==> config.mk <==
export PLATFORM = sky130hd
export DESIGN_NAME = down_sampling
export DESIGN_NICKNAME = d
export VERILOG_FILES = /design/src/rtl/down_sampling_pkg.sv /design/src/rtl/down_sampling_pool_line_buf.sv /design/src/rtl/down_sampling.sv
export SDC_FILE = /design/constraint.sdc
export NUM_CORES = 2
export LEC_CHECK = 0
export BUFFER_PORTS_ARGS = -buffer_cell sky130_fd_sc_hd__buf_2
export CORE_ASPECT_RATIO = 1.75
export CORE_UTILIZATION = 50
export DETAILED_ROUTE_END_ITERATION = 10
export PLACE_DENSITY_LB_ADDON = 0.1
export SYNTH_ARGS = -nofsm -noshare
export SYNTH_HDL_FRONTEND = slang
export SYNTH_HIERARCHICAL = 1
export SYNTH_SLANG_ARGS = --single-unit
export TNS_END_PERCENT = 20
==> constraint.sdc <==
create_clock -name clk -period 17.85 [get_ports clk]
set_input_delay 0.8925 -clock clk [delete_from_list [all_inputs] [get_ports clk]]
set_output_delay 0.8925 -clock clk [all_outputs]
set_load 0.03 [all_outputs]
==> src/rtl/down_sampling_pkg.sv <==
// Shared definitions for the 2x2 max-pooling down-sampler.
//   smax      : signed max at MAX_W bits; callers sign-extend into it and
//               truncate back, so any DATA_WIDTH <= MAX_W works unchanged.
//   OUT_LEN   : output pixels per line for the default geometry.
//   LB_DEPTH  : line-buffer entries for the default geometry.
//   lb_depth / idx_w : the same quantities for an arbitrary instance.
//   mark_t    : output marker bundle {sop, eop, sof, eof}.
package down_sampling_pkg;

    localparam int DEF_DATA_WIDTH  = 8;
    localparam int DEF_STRING_LEN  = 224;
    localparam int DEF_CHANNEL_NUM = 3;

    localparam int OUT_LEN  = DEF_STRING_LEN / 2;
    localparam int LB_DEPTH = DEF_CHANNEL_NUM * DEF_STRING_LEN / 2;
    localparam int MAX_W    = 32;

    typedef struct packed {
        logic sop;
        logic eop;
        logic sof;
        logic eof;
    } mark_t;

    function automatic logic signed [MAX_W-1:0] smax(input logic signed [MAX_W-1:0] a,
                                                     input logic signed [MAX_W-1:0] b);
        return (a > b) ? a : b;
    endfunction

    function automatic int lb_depth(input int len, input int ch);
        return ch * (len / 2);
    endfunction

    // Index width that never collapses to zero bits for single-entry ranges.
    function automatic int idx_w(input int n);
        return (n > 1) ? $clog2(n) : 1;
    endfunction

endpackage

==> src/rtl/down_sampling_pool_line_buf.sv <==
// pool_line_buf: simple dual-port RAM holding the horizontally pooled even row.
//   clk              : write and read clock
//   wr_en/addr/data  : write port
//   rd_en/addr       : read request; rd_data updates one cycle later and
//                      holds its value until the next read request.
// Deep buffers go to block RAM, shallow ones stay in fabric registers.
module pool_line_buf #(
    parameter int DATA_WIDTH = 8,
    parameter int DEPTH      = 336,
    parameter int AW         = 9
) (
    input  logic                  clk,
    input  logic                  wr_en,
    input  logic [AW-1:0]         wr_addr,
    input  logic [DATA_WIDTH-1:0] wr_data,
    input  logic                  rd_en,
    input  logic [AW-1:0]         rd_addr,
    output logic [DATA_WIDTH-1:0] rd_data
);

    if (DEPTH >= 32) begin : g_bram
        (* ramstyle = "M10K" *) logic [DATA_WIDTH-1:0] mem [DEPTH];

        always_ff @(posedge clk) begin
            if (wr_en) mem[wr_addr] <= wr_data;
            if (rd_en) rd_data <= mem[rd_addr];
        end
    end else begin : g_regs
        (* ramstyle = "logic" *) logic [DATA_WIDTH-1:0] mem [DEPTH];

        always_ff @(posedge clk) begin
            if (wr_en) mem[wr_addr] <= wr_data;
            if (rd_en) rd_data <= mem[rd_addr];
        end
    end

endmodule

==> src/rtl/down_sampling.sv <==
// down_sampling: 2x2 stride-2 per-channel max pooling on a channel-interleaved
// signed pixel stream, fixed 2-cycle latency, no backpressure.
//   clk, reset_n                 : clock, asynchronous active-low reset
//   data_i, valid_i              : input sample and qualifier
//   sop_i/eop_i, sof_i/eof_i     : input line / frame markers
//   data_o, data_valid_o         : pooled sample and qualifier
//   sop_o/eop_o, sof_o/eof_o     : output line / frame markers
// Even rows: horizontal max per channel goes into the line buffer.
// Odd rows: horizontal max is combined with the stored value and emitted.
module down_sampling
    import down_sampling_pkg::*;
#(
    parameter int DATA_WIDTH  = 8,
    parameter int STRING_LEN  = 224,
    parameter int CHANNEL_NUM = 3
) (
    input  logic                         clk,
    input  logic                         reset_n,
    input  logic signed [DATA_WIDTH-1:0] data_i,
    input  logic                         valid_i,
    input  logic                         sop_i,
    input  logic                         eop_i,
    input  logic                         sof_i,
    input  logic                         eof_i,
    output logic signed [DATA_WIDTH-1:0] data_o,
    output logic                         data_valid_o,
    output logic                         sop_o,
    output logic                         eop_o,
    output logic                         sof_o,
    output logic                         eof_o
);

    localparam int DEPTH  = lb_depth(STRING_LEN, CHANNEL_NUM);
    localparam int AW     = idx_w(DEPTH);
    localparam int CW     = idx_w(CHANNEL_NUM);
    localparam int LW     = idx_w(STRING_LEN);
    localparam int STAGES = 2;

    // Line end is implied by the column counter; eop_i carries no extra info.
    logic unused_eop;
    assign unused_eop = eop_i;

    logic [CW-1:0] chan_cnt;
    logic [LW-1:0] col_cnt;
    logic          row_par;
    logic          armed;
    logic          first_pend;   // next output is the first of the frame
    logic          eof_seen;     // eof_i seen earlier on the current odd row

    logic signed [DATA_WIDTH-1:0] hold    [CHANNEL_NUM];
    logic signed [DATA_WIDTH-1:0] lb_hold [CHANNEL_NUM];
    logic signed [DATA_WIDTH-1:0] lb_rdata;
    logic                         rd_pend;
    logic [CW-1:0]                rd_ch;

    // Position of the current sample after sop/sof resync.
    logic          take, fire, rd_en, wr_en;
    logic [CW-1:0] c_ch;
    logic [LW-1:0] c_col;
    logic          c_row, col_odd, last_ch, last_col;
    logic [AW-1:0] addr;
    logic signed [DATA_WIDTH-1:0] hmax, lb_val, res;
    mark_t         mk;

    logic [STAGES:1]              vld_pipe;
    logic signed [DATA_WIDTH-1:0] s1_data;
    mark_t                        s1_mk, out_mk;

    always_comb begin
        take     = valid_i & (armed | sof_i);
        c_ch     = (sop_i | sof_i) ? '0 : chan_cnt;
        c_col    = (sop_i | sof_i) ? '0 : col_cnt;
        c_row    = sof_i ? 1'b0 : row_par;
        col_odd  = c_col[0];
        last_ch  = (c_ch == CW'(CHANNEL_NUM - 1));
        last_col = (c_col == LW'(STRING_LEN - 1));
        addr     = AW'(c_col >> 1) * AW'(CHANNEL_NUM) + AW'(c_ch);

        rd_en = take & ~col_odd & c_row;
        wr_en = take & col_odd & ~c_row;
        fire  = take & col_odd & c_row;

        hmax = DATA_WIDTH'(smax(MAX_W'(hold[c_ch]), MAX_W'(data_i)));
        // With one channel the pending read belongs to this very sample and
        // has not been copied into lb_hold yet, so forward it.
        lb_val = (rd_pend && rd_ch == c_ch) ? lb_rdata : lb_hold[c_ch];
        res    = DATA_WIDTH'(smax(MAX_W'(lb_val), MAX_W'(hmax)));

        mk.sop = (c_col == LW'(1)) && (c_ch == '0);
        mk.eop = last_col & last_ch;
        mk.sof = first_pend;
        mk.eof = last_col & last_ch & (eof_seen | eof_i);
    end

    pool_line_buf #(
        .DATA_WIDTH(DATA_WIDTH),
        .DEPTH     (DEPTH),
        .AW        (AW)
    ) u_line_buf (
        .clk    (clk),
        .wr_en  (wr_en),
        .wr_addr(addr),
        .wr_data(hmax),
        .rd_en  (rd_en),
        .rd_addr(addr),
        .rd_data(lb_rdata)
    );

    // Sample storage needs no reset: every entry is written before use.
    always_ff @(posedge clk) begin
        if (take && !col_odd) hold[c_ch] <= data_i;
        if (take && rd_pend)  lb_hold[rd_ch] <= lb_rdata;
    end

    always_ff @(posedge clk or negedge reset_n) begin
        if (!reset_n) begin
            chan_cnt   <= '0;
            col_cnt    <= '0;
            row_par    <= 1'b0;
            armed      <= 1'b0;
            first_pend <= 1'b0;
            eof_seen   <= 1'b0;
            rd_pend    <= 1'b0;
            rd_ch      <= '0;
        end else if (take) begin
            if (last_ch) begin
                chan_cnt <= '0;
                col_cnt  <= last_col ? '0 : c_col + LW'(1);
                row_par  <= (last_col) ? ~c_row : c_row;
            end else begin
                chan_cnt <= c_ch + CW'(1);
                col_cnt  <= c_col;
                row_par  <= c_row;
            end

            rd_pend <= rd_en;
            rd_ch   <= c_ch;

            // eof on an even row means an odd line count: drop the frame tail.
            if (sof_i)                armed <= 1'b1;
            else if (eof_i && !c_row) armed <= 1'b0;

            if (sof_i)     first_pend <= 1'b1;
            else if (fire) first_pend <= 1'b0;

            if (fire && mk.eop) eof_seen <= 1'b0;
            else if (eof_i)     eof_seen <= c_row;
            else if (sof_i)     eof_seen <= 1'b0;
        end
    end

    always_ff @(posedge clk or negedge reset_n) begin
        if (!reset_n) begin
            vld_pipe <= '0;
            s1_data  <= '0;
            s1_mk    <= '0;
            data_o   <= '0;
            out_mk   <= '0;
        end else begin
            vld_pipe <= {vld_pipe[STAGES-1:1], fire};
            s1_data  <= res;
            s1_mk    <= fire ? mk : '0;
            data_o   <= s1_data;
            out_mk   <= s1_mk;
        end
    end

    assign data_valid_o = vld_pipe[STAGES];
    assign sop_o        = out_mk.sop;
    assign eop_o        = out_mk.eop;
    assign sof_o        = out_mk.sof;
    assign eof_o        = out_mk.eof;

endmodule

==> results.rst <==
.. list-table::
   :header-rows: 1

   * - Metric
     - Value
   * - Period Utilization, post-route
     - 0.413
   * - Number of cell instances on the worst register-to-register path
     - 14
   * - Post-synthesis share of cell area spent on and, or, nand and nor gates
     - 0.0305
   * - Top_reg_cell synth
     - edfxtp_1
   * - Worst setup slack after layout
     - 10470 ps
   * - XOR/XNOR share of the synthesized area
     - 0.000397
   * - Number of violations of the max-capacitance limit
     - 0
   * - Maximum number of pins on one net before global-route repair
     - 187
   * - Antenna violations before repair
     - 9
   * - Filler cells
     - 16800
   * - Top cell type by total area after synthesis
     - edfxtp_1
   * - Number of flops mapped to enable cells by yosys
     - 2744
   * - Fraction of registers with async set/reset
     - 0.0154
   * - Initial standard-cell utilization of the core
     - 0.504
   * - HP Class
     - in -> async
   * - Row cnt
     - 227
   * - Count of port buffers added during placement
     - 26
   * - Final setup fails
     - 0
   * - Number of register bits inferred by synthesis
     - 2787
   * - Post-CTS clock slew at the launch and capture registers of the worst setup and hold paths
     - 60 ps
   * - RSZ-0062 raised after global routing
     - no
   * - Slew Limit Fails
     - 0
   * - Count of unique library cells instantiated by Yosys
     - 80
   * - Routed length per placed instance
     - 34.9 um
   * - Via count of the first global-routing pass
     - 57200
   * - Arrival @ worst endpoint
     - 7940 ps
   * - Transition time of the tightest slew-check pin
     - 1290 ps
   * - Last weighted congestion value of the routability-driven placer
     - 0.849
   * - Standard cell core area
     - 219000 sq um
   * - Dominant combinational cell family by area after synthesis
     - multiplexers
   * - FMAX
     - 0.136 GHz
   * - Complex-gate fraction of the synthesized area
     - 0.0451
   * - Sequential Power Share
     - 0.555
   * - Hold Vio Cnt, Final
     - 0
   * - Leading cell types in the layout, fill and taps excluded
     - 2744 x edfxtp_1, 519 x mux2i_1, 445 x mux4_2, 433 x nor2_1, 246 x clkbuf_16
   * - Post-placement cell area
     - 113000 sq um
   * - Run status
     - finished clean
   * - Post-detailed-route count of antenna-violating nets
     - 0
   * - Maximum fanout along the worst path
     - 41
   * - Number of levels in the clock H-tree
     - 4
   * - Vertical extent of the die
     - 623 um
   * - Top cells by area in the synthesized netlist
     - edfxtp_1 75%, mux4_2 9.1%, mux2i_1 4.7%, nor2_1 1.5%, o221ai_1 1.1%
   * - Register-to-Register Setup Slack
     - 10540 ps
   * - Remaining DRCs
     - 0
   * - Critical path class
     - in -> reg
   * - Clock root buffer master
     - clkbuf_16
   * - Setup Slack @ Placement
     - 9690 ps
   * - GRT overflow
     - 0
   * - Fraction of final layout cells with drive strength greater than 1
     - 0.168
   * - Detailed Routing Iterations Pass 1
     - 6
   * - CTS resizes
     - 0
   * - CP endpoint kind
     - flop
   * - Worst vdd rail ir drop
     - 0.108 mV
   * - Syn_nets
     - 5765
   * - Syn Std Cell Area
     - 110000 sq um
   * - Portion of the post-synthesis area used by sequential elements
     - 0.757
   * - DR iter-0 viols
     - 6010
   * - Net Sw Frac
     - 0.224
   * - Power Internal
     - 10700 uW
   * - Clock tree from TritonCTS
     - built
   * - Type of element launching the critical path
     - input port
   * - Clk_lat worst skew
     - 870 ps
   * - Minimum clock period after layout
     - 7380 ps
   * - Number of buffers inserted to repair setup after CTS
     - 0
   * - Syn. warnings
     - 6
   * - Reg2Reg Capture Point
     - u_line_buf/rd_data[1]
   * - Most common cell after layout, fill and taps aside
     - edfxtp_1
   * - Fin area
     - 121000 sq um
   * - Combinational share of power
     - 0.072
   * - Total Routing Usage GR
     - 0.277
   * - Area share of the largest cell type after synthesis
     - 0.748
   * - Number of buffers on the longest clock path
     - 4
   * - Area growth, synth to finish
     - 9.52%
   * - Synthesized area divided by synthesized cell count
     - 19.3 sq um
   * - Number of buffers inserted by hold repair at cts
     - 0
   * - Overall routed net length
     - 307000 um
   * - Horizontal die dimension
     - 357 um
   * - Die area
     - 222000 sq um
   * - Total CTS buffers
     - 245
   * - Placed wire-length estimate after detailed placement
     - 186000 um
   * - Sum of negative setup slack
     - 0 ps
   * - Number of sinks on the clock net
     - 2787
   * - Avg Vias per Cell
     - 6.44
   * - Adder-cell share of the synthesized area
     - 0.00456
   * - Endpoint required time on the critical path
     - 18410 ps
   * - Total vias in the final route
     - 56700
   * - Cell Pwr Density
     - 114 nW/um^2
   * - Nets
     - 5805
   * - Reg-to-reg startpoint
     - chan_cnt[1]
   * - Mapped Cells
     - 5711
   * - Worst max-slew margin expressed relative to the limit
     - 0.135
   * - Wire length of the first global-routing pass
     - 433000 um
   * - Clock share of power
     - 0.373
   * - Mux contribution to synthesized area
     - 0.142
   * - Switching component of the power
     - 3090 uW
   * - Fin Clk Skew
     - 46.6 ps
   * - Lkg Pwr
     - 0.0364 uW
   * - Number of top-level pins
     - 28
[cells by family (layout without fill, tap and decap cells)]
group,after synthesis,count (layout)
flip-flops,2787,2787
multiplexers,993,993
AND/OR/NAND/NOR,779,779
AO/OA/AOI/OAI,712,712
buffers and inverters,396,619
adder cells (fa/ha/maj),39,39
XOR/XNOR,5,5
other,0,5
[registers in the layout (all words and copies together) (netlist names)]
register               cells
u_line_buf/g_bram.mem   2688
first_pend                 1
sop_o                      1
vld_pipe                   2
chan_cnt                   2
col_cnt                    8
rd_ch                      2
s1_mk                      4
sof_o                      1
u_line_buf/rd_data         8
data_o                     8
eof_seen                   1
eop_o                      1
row_par                    1
lb_hold                   24
s1_data                    8
eof_o                      1
hold                      24
armed                      1
rd_pend                    1
[critical path: stages]
cell and delay [ps]:
buf_2 210, nor2_2 50, buf_4 240, nand2_1 110, buf_4 270, inv_1 100, fa_1 530, ha_4 770
buf_4 670, buf_4 510, buf_4 630, mux4_2 330, mux2i_1 180, a2111oi_1 1210, a31oi_1 80, a211o_1 360
a32oi_1 660
[power by group through the flow]
| stage | clock network [uW] | logic (uW) | registers [uW] |
|---|---|---|---|
| 4_1_cts | 5220 | 1010 | 7640 |
| 5_1_grt | 5440 | 1060 | 7640 |
| 3_3_place_gp | 0 | 965 | 7770 |
| 6_report | 5120 | 990 | 7640 |
| 3_5_place_dp | 0 | 1010 | 7780 |
| 2_1_floorplan | 0 | 561 | 7930 |
[cell usage after synthesis (all sizes together) (12+ instances only)]
master	instances
inv	49
nand4	18
a21oi	129
mux2	23
mux2i	519
ha	37
nor2	437
a221oi	33
mux4	451
edfxtp	2744
clkbuf	165
o221ai	139
dfrtp	43
a31oi	34
nand3	33
o22ai	129
o21ai	82
nor3	39
nor2b	24
a211oi	16
a211o	12
buf	181
a22oi	35
and2	18
nand2	158
[stage by stage]
| step | total power [uW] | cells | utilization | hold slack [ps] |
|---|---|---|---|---|
| floorplan | 8490 | 5711 | - | 331 |
| global placement | 8740 | 8366 | 0.517 | 334 |
| detailed placement | 8780 | 8366 | 0.517 | 335 |
| CTS | 13900 | 8796 | 0.552 | 178 |
| global route | 14100 | 8799 | 0.552 | 239 |
| finish | 13800 | 8801 | 0.552 | 191 |
[how the worst max path moves through the flow]
stage	startpoint	end	slack (ps)	depth (start not counted)
after floorplan	sof_i	s1_data[0]	9390	16
after global placement	sof_i	u_line_buf/rd_data[1]	9790	17
after detailed placement	sof_i	u_line_buf/rd_data[1]	9690	17
after CTS	sof_i	u_line_buf/rd_data[1]	10600	17
after global routing	sof_i	u_line_buf/rd_data[1]	10480	17
final	sof_i	u_line_buf/rd_data[1]	10470	17
[metal layers]
| layer | GRT usage | vias to the layer above | share of wire |
|---|---|---|---|
| li1 | - | 23500 | - |
| met1 | 0.338 | 30400 | 0.36 |
| met2 | 0.479 | 2173 | 0.52 |
| met3 | 0.0351 | 596 | 0.058 |
| met4 | 0.151 | 4 | 0.064 |
| met5 | 0 | - | 0.00013 |
[cell type report]
class                      instances  area (sq um)  area share
sequential                      2787         83500       0.692
multi-input combinational       2528         24800       0.205
clock buffer                     292          6330      0.0524
tap                             2862          3580      0.0297
clock inverter                   138          1210      0.0100
timing repair buffer             139          1070     0.00883
inverter                          50           263     0.00218
antenna                            5          12.5    0.000104
Note: power is estimated with default switching activity, not from simulation.
